`src/rtl/bcd_updown_counter.sv`:
```
// Multi-digit BCD up/down counter with parallel load, terminal count for
// chaining, a registered wrap pulse and a sticky-until-next-load error flag.

module bcd_digit (
    input  logic [3:0] cur,
    input  logic       cin,
    input  logic       up,
    input  logic [3:0] ld,
    output logic [3:0] nxt,
    output logic       cout,
    output logic [3:0] ld_clean,
    output logic       ld_bad
);
    // cin/cout is a carry when counting up and a borrow when counting down.
    always_comb begin
        nxt  = cur;
        cout = 1'b0;
        if (up) begin
            cout = cin && (cur == 4'd9);
            if (cin) nxt = (cur == 4'd9) ? 4'd0 : cur + 4'd1;
        end else begin
            cout = cin && (cur == 4'd0);
            if (cin) nxt = (cur == 4'd0) ? 4'd9 : cur - 4'd1;
        end
    end

    assign ld_bad   = (ld > 4'd9);
    assign ld_clean = ld_bad ? 4'd0 : ld;
endmodule

module bcd_updown_counter #(
    parameter int DIGITS  = 2,
    parameter int RST_VAL = 0
) (
    input  logic                clk,
    input  logic                rst_asyn,
    input  logic                en,
    input  logic                up_dn,
    input  logic                load,
    input  logic [4*DIGITS-1:0] d_in,
    output logic [4*DIGITS-1:0] Q_out,
    output logic                tc,
    output logic                wrap,
    output logic                load_err
);
    localparam int W = 4 * DIGITS;

    function automatic logic [W-1:0] to_bcd(input int unsigned v);
        logic [W-1:0] r;
        int unsigned  rem;
        r   = '0;
        rem = v;
        for (int i = 0; i < DIGITS; i++) begin
            r[4*i +: 4] = 4'(rem % 10);
            rem         = rem / 10;
        end
        return r;
    endfunction

    localparam logic [W-1:0] RST_BCD = to_bcd(RST_VAL);

    logic [W-1:0]      count_q, count_d, step_val, ld_val;
    logic [DIGITS:0]   carry;
    logic [DIGITS-1:0] ld_bad;
    logic              wrap_q, wrap_d, load_err_q, load_err_d;

    assign carry[0] = 1'b1;

    for (genvar g = 0; g < DIGITS; g++) begin : g_dig
        bcd_digit u_dig (
            .cur      (count_q[4*g +: 4]),
            .cin      (carry[g]),
            .up       (up_dn),
            .ld       (d_in[4*g +: 4]),
            .nxt      (step_val[4*g +: 4]),
            .cout     (carry[g+1]),
            .ld_clean (ld_val[4*g +: 4]),
            .ld_bad   (ld_bad[g])
        );
    end

    // Ripple out of the top digit means all 9s (up) or all 0s (down).
    assign tc = en & ~load & carry[DIGITS];

    always_comb begin
        count_d    = count_q;
        wrap_d     = 1'b0;
        load_err_d = load_err_q;
        if (load) begin
            count_d    = ld_val;
            load_err_d = |ld_bad;
        end else if (en) begin
            count_d = step_val;
            wrap_d  = carry[DIGITS];
        end
    end

    always_ff @(posedge clk or negedge rst_asyn) begin
        if (!rst_asyn) begin
            count_q    <= RST_BCD;
            wrap_q     <= 1'b0;
            load_err_q <= 1'b0;
        end else begin
            count_q    <= count_d;
            wrap_q     <= wrap_d;
            load_err_q <= load_err_d;
        end
    end

    assign Q_out    = count_q;
    assign wrap     = wrap_q;
    assign load_err = load_err_q;
endmodule

```
`config.mk`:
```
export PLATFORM = sky130hd
export DESIGN_NAME = bcd_updown_counter
export DESIGN_NICKNAME = d
export VERILOG_FILES = /design/src/rtl/bcd_updown_counter.sv
export SDC_FILE = /design/constraint.sdc
export NUM_CORES = 1
export LEC_CHECK = 0
export ABC_AREA = 1
export CORE_ASPECT_RATIO = 0.75
export CORE_MARGIN = 5
export CORE_UTILIZATION = 48
export DETAILED_ROUTE_END_ITERATION = 10
export PLACE_DENSITY = 0.78
export SETUP_SLACK_MARGIN = 0.15
export SLEW_MARGIN = 0
export SYNTH_ARGS = -nofsm -noshare
export SYNTH_HDL_FRONTEND = slang
export SYNTH_HIERARCHICAL = 1
export SYNTH_SLANG_ARGS = --single-unit
```
`constraint.sdc`:
```
create_clock -name clk -period 2.9 [get_ports clk]
set_clock_uncertainty 0.15 [all_clocks]
set_input_delay 0.87 -clock clk [delete_from_list [all_inputs] [get_ports clk]]
set_output_delay 0.87 -clock clk [all_outputs]
set_load 0.03 [all_outputs]
```
==> impl_metrics.env, run 1 <==
export IMPL_status="finished clean"
export IMPL_drv_slew=0
export IMPL_grt_pass1_wl_um=4920
export IMPL_swShare_pct=40.6
export IMPL_clkTransAtPathRegs_ps=70
export IMPL_pwr_share_comb_pct=47.3
export IMPL_crit_fanout=4
export IMPL_maxClockFrequency_mhz=350
export IMPL_grt_usage_pct=21.6
export IMPL_area_growth_pct=52.9
export IMPL_hp_class="register to register"
export IMPL_fin_cells=224
export IMPL_hold_violations=0
export IMPL_pwr_share_seq_pct=30.9
export IMPL_initial_utilization_pct=52.4
export IMPL_dieArea_um2=2970
export IMPL_fillCellCount=140
export IMPL_cp_slowest_stage_delay_ps=430
export IMPL_dp_hpwl_um=2040
export IMPL_critPathBufInv=2
export IMPL_vias=1219
export IMPL_antenna_found_initial=0
export IMPL_yosys_warnings=6
export IMPL_vias_per_cell=5.44
export IMPL_start_kind="register"
export IMPL_io_buffers=23
export IMPL_crit_type="register to output pin"
export IMPL_switching_power_mw=0.241
export IMPL_wl_per_cell_um=13.2
export IMPL_slowest_stage="dfrtp_1"
export IMPL_p_int_mw=0.353
export IMPL_fin_hold_ws_ps=357
export IMPL_layout_drive_gt1_share_pct=26.2
export IMPL_synth_seq_cells=10
export IMPL_gp_congestion=0.763
export IMPL_ys_types=20
export IMPL_root_buffer="clkbuf_4"
export IMPL_p_clk_share_pct=21.8
export IMPL_power_density_nw_per_um2=411
export IMPL_rsz0062_at_grt="yes"
export IMPL_worstPathArrival_ps=1840
export IMPL_final_antenna_net_count=0
export IMPL_seq_area_frac_synth_pct=26.5
export IMPL_cts_tree="yes"
export IMPL_avgSynthCellArea_um2=6.02
export IMPL_crit_chain="inv_1 -> nor2_4 -> a21oi_4 -> a21oi_4 -> nand2_2 -> a21oi_2 -> nand2_2 -> nor2_4 -> buf_6"
export IMPL_nets=216
export IMPL_critPathRequiredTime_ps=1880
export IMPL_n_antenna_cell=0
export IMPL_synth_top_area_share_pct=26.5
export IMPL_drt_wl_total_um=2950
export IMPL_syn_inst=157
export IMPL_grt_overflow_total=0
export IMPL_dr_pass1_iters=5
export IMPL_clkSinkCount=10
export IMPL_clock_path_buffers=2
export IMPL_maxCapViolCount=0
export IMPL_yosysTopAreaCell="dfrtp_1"
export IMPL_clock_latency_ps=270
export IMPL_post_place_cells=210
export IMPL_min_period_ps=2860
export IMPL_detail_route_iter0_violations=113
export IMPL_core_um2=1810
export IMPL_dieHeight_um=48.4
export IMPL_cts_buffers=3
export IMPL_cts_max_level=1
export IMPL_grt_max_degree=13
export IMPL_worstSetupEndpointType="output pin"
export IMPL_syn_area_um2=946
export IMPL_crit_family="flip-flops"
export IMPL_setup_violations=0
export IMPL_irDropWorstVdd_mv=0.422
export IMPL_synth_area_leaders="dfrtp_1 26%, nand2_1 16%, nand3_1 16%, inv_1 7.1%, nor2_1 6.3%"
export IMPL_fin_crit_sh_pct=98.5
export IMPL_final_common_cell="nand2_1"
export IMPL_ioPinCount=24
export IMPL_drcViolationCount=0
export IMPL_placementRows=13
export IMPL_fp_dieW_um=61.3
export IMPL_first_global_vias=1119
export IMPL_leakage_nw=0.699
export IMPL_final_cell_mix="38 x nand2_1, 28 x nand3_1, 21 x clkdlybuf4s50_1, 20 x buf_4, 17 x inv_1"
-- path summary, 6_finish.rpt --
kind,from,to,slack (ps),cells past startpoint
max,Q_out[3],tc,40,9
min,load_err,load_err,360,2
max reg2reg,Q_out[3],Q_out[5],950,11
min reg2reg,load_err,load_err,360,2
max in group asynchronous,rst_asyn,Q_out[1],1500,1
min in group asynchronous,rst_asyn,Q_out[2],760,1
-- worst reg2reg max path: cells and delay by family, from the launching register on --
kind	cells	cell delay, ps
AOI/OAI and AO/OA	2	240
buffers and inverters	2	270
DFF	1	430
and+or+nand+nor	7	800
-- stage by stage --
stage	area (um2)	utilization [%]	worst slack (ps)	power [mW]	setup TNS [ps]
detailed placement	1280	70.8	-581	0.418	-581
global placement	1280	70.8	-540	0.411	-540
global route	1450	80.1	-46.6	0.629	-46.6
CTS	1410	78.3	80.4	0.576	0
floorplan	982	-	154	0.330	0
finish	1450	80.1	44.5	0.595	0
-- synth_stat cells, drive strengths merged --
master  number
nand2       43
nand3       30
inv         21
nor2        21
dfrtp       10
o21ai        9
a21oi        8
buf          4
nand4        4
nor3         2
or2          2
xor2         2
conb         1
-- registers in the layout, indices dropped and copies added (netlist names) --
name      cells
wrap          1
load_err      1
Q_out         8
-- power groups by stage --
stage / clock network (mW) / registers [mW] / logic (mW)
after floorplan: 0 / 0.213 / 0.117
after global placement: 0 / 0.186 / 0.225
after global routing: 0.139 / 0.186 / 0.304
final: 0.130 / 0.184 / 0.281
after CTS: 0.132 / 0.182 / 0.263
after detailed placement: 0 / 0.187 / 0.231
-- timing repair --
item	CTS	global route
pin swaps	4	3
setup endpoints to repair	1	1
resized for setup	18	3
setup buffers	7	3
endpoints found under the hold margin	0	0
hold buffers	0	0
-- cell type report --
cell class	instances	area [um2]	share of cell area, %
well taps	22	27.5	1.90
repair buffers	43	387	26.7
inverters	21	81.3	5.62
flip-flops and latches	10	253	17.5
clock buffers	4	36.3	2.51
multi-input cells	124	662	45.8
-- routing by layer --
layer	vias up	wire length [um]	GRT usage [%]	share of wire [%]
li1	596	-	-	-
met3	14	244	3.44	8.3
met5	-	0	0	0
met4	0	100	13.7	3.4
met2	70	1340	31.0	45
met1	539	1270	29.1	43
-- logic make-up after synthesis --
logic type	after synthesis	share of synthesized area, %
xor+xnor	2	1.85
compound gates	17	10.2
flops	10	26.5
simple gates	102	49.7
buf+inv	25	11.4
other cells	1	0.396
Power figures use the tool's default switching activity.
==> run 2: changes to the inputs <==
Settings changed: RECOVER_POWER set to 100, REMOVE_ABC_BUFFERS set to 1.
==> run 2 against run 1 <==
  * Worst hold slack got worse by 3.6 ps
  * Non-clock buffer count rose by 9
  * Sequential cell count did not move
  * Via count rose by 7.6%
  * Global-route usage rose by 0.69 points
  * Count of clock-buffer cells in the layout fell by 1
  * Sequential power barely moved
  * Register-to-register slack got worse by 770 ps
  * Utilization rose by 2.4 points
  * Critical path depth did not move
  * Maximum frequency barely moved
==> impl_metrics.env, run 2 (same netlist as run 1, synthesis figures left out) <==
export IMPL_fin_ws_ps=46.5
export IMPL_power_density_nw_per_um2=383
export IMPL_rr_worst_depth=17
export IMPL_wl_per_cell_um=13.9
export IMPL_totalPowerFinal_mw=0.570
export IMPL_layout_drive_gt1_share_pct=29.5
export IMPL_placed_area_um2=1260
export IMPL_crit_chain="buf_8 -> inv_4 -> a21oi_2 -> a21oi_4 -> nand3_2 -> a21oi_2 -> nand2_1 -> nor2_1 -> buf_4"
export IMPL_drt_wl_total_um=3220
export IMPL_min_period_ps=2850
export IMPL_drcViolationCount=0
export IMPL_core_um2=1810
export IMPL_gp_congestion=0.799
export IMPL_grt_overflow_total=0
export IMPL_clkTransAtPathRegs_ps=60
export IMPL_pwr_share_seq_pct=32.3
export IMPL_final_cell_mix="39 x nand2_1, 29 x buf_4, 28 x nand3_1, 20 x clkdlybuf4s50_1, 16 x inv_1"
export IMPL_crit_family="compound AO/OA/AOI/OAI gates"
export IMPL_dp_slack_ps=-543
export IMPL_dp_hpwl_um=2140
export IMPL_final_common_cell="nand2_1"
export IMPL_dieArea_um2=2970
export IMPL_setup_violations=0
export IMPL_r2r_end="Q_out[5]"
export IMPL_grt_usage_pct=22.2
export IMPL_initial_utilization_pct=52.4
export IMPL_cts_max_level=1
export IMPL_fillCellCount=127
export IMPL_crit_type="input port to output pin"
export IMPL_pwr_share_comb_pct=50.7
export IMPL_vias=1312
export IMPL_nets=225
export IMPL_hold_start="load_err"
export IMPL_detail_route_iter0_violations=132
export IMPL_status="finished clean"
export IMPL_grt_max_degree=13
export IMPL_crit_fanout=3
export IMPL_root_buffer="clkbuf_4"
export IMPL_hold_buffers=0
export IMPL_final_antenna_net_count=0
export IMPL_slowest_stage="a21oi_4"
export IMPL_cts_buffers=3
export IMPL_critPathRequiredTime_ps=1880
export IMPL_cts_tree="yes"
export IMPL_swShare_pct=42.0
export IMPL_post_route_cell_area_um2=1490
export IMPL_p_clk_share_pct=17.1
export IMPL_cp_common_cell="a21oi_2"
export IMPL_reg2reg_setup_slack_ps=180
export IMPL_largest_reg_flops=8
export IMPL_start_kind="input port"
export IMPL_irDropWorstVdd_mv=0.418
export IMPL_dr_pass1_iters=5
export IMPL_antenna_found_initial=0
export IMPL_clkSinkCount=10
export IMPL_io_buffers=23
export IMPL_fin_util_pct=82.5
export IMPL_seq_area_um2=254
export IMPL_maxClockFrequency_mhz=350
export IMPL_ioPinCount=24
export IMPL_fin_hold_ws_ps=354
export IMPL_clock_latency_ps=260
export IMPL_hold_violations=0
export IMPL_area_growth_pct=57.4
export IMPL_hp_class="register to register"
export IMPL_r2r_start="Q_out[0]"
export IMPL_drv_slew=0
export IMPL_switching_power_mw=0.240
export IMPL_n_antenna_cell=0
export IMPL_cp_slowest_stage_delay_ps=180
export IMPL_multi_input_area_um2=649
export IMPL_dieHeight_um=48.4
export IMPL_grt_pass1_wl_um=5190
export IMPL_critPathBufInv=3
export IMPL_p_int_mw=0.330
export IMPL_placementRows=13
export IMPL_worstPathArrival_ps=1830
export IMPL_first_global_vias=1176
export IMPL_fin_crit_sh_pct=98.4
export IMPL_min_to="load_err"
export IMPL_maxCapViolCount=0
export IMPL_worstSetupEndpointType="output pin"
export IMPL_fp_dieW_um=61.3
export IMPL_clock_path_buffers=2
export IMPL_vias_per_cell=5.66
export IMPL_leakage_nw=0.724
export IMPL_rsz0062_at_grt="yes"
export IMPL_cp_depth=9
export IMPL_hold_depth=2
## run 2: layout make-up
cell class,instances,share of cell area [%]
Sequential cell,10,17.1
Inverter,21,5.46
Timing Repair Buffer,52,30.5
Multi-Input combinational cell,124,43.6
Clock buffer,3,1.51
Tap cell,22,1.85
## run 2: per-layer routing
layer / routed length [um] / GRT usage, % / up-vias / share of wire (%)
met5: 0 / 0 / - / 0
met4: 117 / 9.39 / 0 / 3.6
met3: 284 / 3.97 / 14 / 8.8
met2: 1540 / 34.2 / 80 / 48
met1: 1280 / 30.0 / 607 / 40
li1: - / - / 611 / -
## run 2: worst max-delay path by stage
stage          start  end
6_report       up_dn   tc
5_1_grt        up_dn   tc
4_1_cts        up_dn   tc
3_5_place_dp   up_dn   tc
3_3_place_gp   up_dn   tc
2_1_floorplan  up_dn   tc
## run 2: metrics by stage
step	instances	setup TNS, ps
6_report	232	0
5_1_grt	232	-39.8
4_1_cts	225	0
3_5_place_dp	211	-543
3_3_place_gp	211	-501
2_1_floorplan	155	-383
## run 2: repair_timing
action	4_1_cts	5_1_grt
buffers inserted	11	7
pin swaps	6	5
endpoints found under the setup margin	1	2
gates resized for setup	16	11
hold endpoints to repair	0	0
## run 2: power by group through the flow
| stage | Clock, mW | Sequential, mW | Combinational [mW] |
|---|---|---|---|
| 3_3_place_gp | 0 | 0.183 | 0.227 |
| 2_1_floorplan | 0 | 0.213 | 0.103 |
| 3_5_place_dp | 0 | 0.185 | 0.233 |
| 5_1_grt | 0.105 | 0.186 | 0.311 |
| 6_report | 0.0972 | 0.184 | 0.289 |
| 4_1_cts | 0.0992 | 0.183 | 0.252 |
## run 2: worst reg2reg max path, delay by kind of cell (launching register included)
family                 cells  cell delay (ps)
AO/OA/AOI/OAI              1              220
buffers and inverters      8              990
flip-flops                 1              450
AND/OR/NAND/NOR            8              850
==> run 3: changes to the inputs <==
Settings changed: CORE_UTILIZATION 48 to 50, CTS_BUF_LIST set to sky130_fd_sc_hd__clkbuf_4, PLACE_DENSITY 0.78 to 0.81.
==> run 3 against run 2 <==
  * The run now ends with negative setup slack left
  * First-iteration DRC count rose by 100%
  * Maximum frequency fell by 3.9%
  * Worst hold slack improved by 22 ps
  * Sequential cell count did not move
  * Register-to-register slack got worse by 250 ps
  * Cell area rose by 2.9%
  * Routed wire length rose by 53%
  * Worst setup slack got worse by 120 ps
  * Count of clock-buffer cells in the layout did not move
  * Sequential share of layout area fell by 0.39 points
  * Highest routed layer unchanged
==> impl_metrics.env, run 3 (same netlist as run 1, synthesis figures left out) <==
export IMPL_grt_overflow_total=0
export IMPL_n_antenna_cell=0
export IMPL_setup_violations=1
export IMPL_fin_hold_ws_ps=375
export IMPL_cts_max_level=1
export IMPL_critPathBufInv=9
export IMPL_vias_per_cell=6.52
export IMPL_largest_reg_flops=8
export IMPL_dieHeight_um=47.7
export IMPL_cp_common_cell="buf_4"
export IMPL_leakage_nw=0.750
export IMPL_maxClockFrequency_mhz=337
export IMPL_grt_max_degree=13
export IMPL_power_density_nw_per_um2=395
export IMPL_grt_pass1_wl_um=5930
export IMPL_worstPathArrival_ps=3030
export IMPL_drcViolationCount=0
export IMPL_status="complete, but fails checks"
export IMPL_first_global_vias=1325
export IMPL_hold_violations=0
export IMPL_hold_start="load_err"
export IMPL_tightest_slew_ps=665
export IMPL_slew_headroom_pct=55.7
export IMPL_hold_buffers=0
export IMPL_slowest_stage="dfrtp_2"
export IMPL_crit_fanout=7
export IMPL_cts_buffers=3
export IMPL_final_antenna_net_count=0
export IMPL_critPathRequiredTime_ps=2960
export IMPL_grt_usage_pct=28.2
export IMPL_final_common_cell="nand2_1"
export IMPL_crit_type="register to register"
export IMPL_post_place_cells=208
export IMPL_fin_ws_ps=-70.5
export IMPL_detail_route_iter0_violations=270
export IMPL_clkSinkCount=10
export IMPL_rsz0062_at_grt="yes"
export IMPL_dp_hpwl_um=2030
export IMPL_fin_crit_sh_pct=102
export IMPL_clkTransAtPathRegs_ps=80
export IMPL_r2r_start="Q_out[1]"
export IMPL_fin_cells=236
export IMPL_cts_tree="yes"
export IMPL_crit_start="Q_out[1]"
export IMPL_drv_slew=0
export IMPL_io_buffers=23
export IMPL_initial_utilization_pct=53.4
export IMPL_drt_wl_total_um=4910
export IMPL_area_growth_pct=61.9
export IMPL_gp_congestion=0.915
export IMPL_dr_pass1_iters=6
export IMPL_cp_slowest_stage_delay_ps=470
export IMPL_hp_class="register to register"
export IMPL_irDropWorstVdd_mv=0.345
export IMPL_layout_drive_gt1_share_pct=29.9
export IMPL_crit_chain="nor2_2 -> a21oi_2 -> a21oi_2 -> nand2_2 -> buf_6 -> buf_4 -> buf_4 -> buf_4 -> buf_4 -> buf_4 -> buf_4 -> buf_4 -> buf_4 -> nor3_2 -> nand2_1 -> nand3_1 -> nand3_1 -> nand3_1"
export IMPL_antenna_found_initial=0
export IMPL_wl_per_cell_um=20.8
export IMPL_dp_slack_ps=-467
export IMPL_start_kind="register"
export IMPL_placementRows=13
export IMPL_root_buffer="clkbuf_4"
export IMPL_dieArea_um2=2870
export IMPL_failed_checks="negative setup slack"
export IMPL_final_cell_mix="39 x nand2_1, 29 x nand3_1, 24 x buf_4, 18 x inv_1, 17 x clkdlybuf4s50_1"
export IMPL_clock_path_buffers=2
export IMPL_nets=229
export IMPL_min_period_ps=2970
export IMPL_worstSetupEndpointType="register"
export IMPL_crit_family="buffers and inverters"
export IMPL_vias=1539
export IMPL_core_um2=1770
export IMPL_maxCapViolCount=0
export IMPL_fp_dieW_um=60.2
export IMPL_ioPinCount=24
export IMPL_clock_latency_ps=270
==> run 3: cell types whose count changed in the layout (fill, tap and decap cells not counted), moves of 2 or more <==
cell,before,now
buf_4,29,24
nor2_2,2,4
inv_1,16,18
inv_2,4,2
clkdlybuf4s50_1,20,17
dlygate4sd3_1,1,4
buf_6,1,9
==> run 3: what timing repair did <==
action	4_1_cts	5_1_grt
endpoints found under the setup margin	1	3
pin swaps	5	9
resized for setup	15	18
buffers inserted	22	3
==> run 3: power by group <==
group / switching (mW) / total [mW] / leakage [nW] / internal (mW)
logic: 0.181 / 0.306 / 0.613 / 0.125
registers: 0.0346 / 0.190 / 0.123 / 0.156
clock network: 0.0606 / 0.109 / 0.0138 / 0.0481
==> run 3: cell type report <==
type / count / area [um2]
Timing Repair Buffer: 56 / 510
Inverter: 21 / 81.3
Sequential cell: 10 / 255
Clock buffer: 3 / 22.5
Multi-Input combinational cell: 124 / 634
Tap cell: 22 / 27.5
Fill cell: 91 / 241
==> run 3: worst paths after layout <==
| path | end | cells after the start | slack [ps] |
|---|---|---|---|
| worst max-delay path | Q_out[5] | 18 | -70 |
| max in group asynchronous | Q_out[0] | 1 | 1370 |
| worst min-delay path | load_err | 2 | 380 |
| min in group asynchronous | load_err | 1 | 850 |
| worst min register to register | load_err | 2 | 380 |
| worst max register to register | Q_out[5] | 18 | -70 |
==> run 3: worst reg2reg max path, cell delays in order, from the launching register on <==
cell     delay (ps)
dfrtp_2         470
nor2_2          220
a21oi_2          90
a21oi_2         210
nand2_2         110
buf_6           130
buf_4           120
buf_4           120
buf_4           120
buf_4           120
buf_4           120
buf_4           120
buf_4           120
buf_4           130
nor3_2          130
nand2_1          70
nand3_1         110
nand3_1         130
nand3_1         120
==> run 3: through the flow <==
step | total power [mW] | utilization, % | instance area (um2) | TNS, ps
detailed placement | 0.407 | 69.9 | 1240 | -467
global placement | 0.404 | 69.9 | 1240 | -430
finish | 0.604 | 86.4 | 1530 | -70.5
CTS | 0.534 | 81.9 | 1450 | 0
global route | 0.624 | 86.4 | 1530 | -203
floorplan | 0.316 | - | 925 | -383
==> run 3: per-layer routing <==
metal | routed length (um) | GRT usage (%) | vias to the layer above | share of wire (%)
li1 | - | - | 617 | -
met1 | 1690 | 32.8 | 673 | 34
met5 | 0 | 0 | - | 0
met2 | 2150 | 49.1 | 177 | 44
met3 | 645 | 7.82 | 72 | 13
met4 | 425 | 12.8 | 0 | 8.7
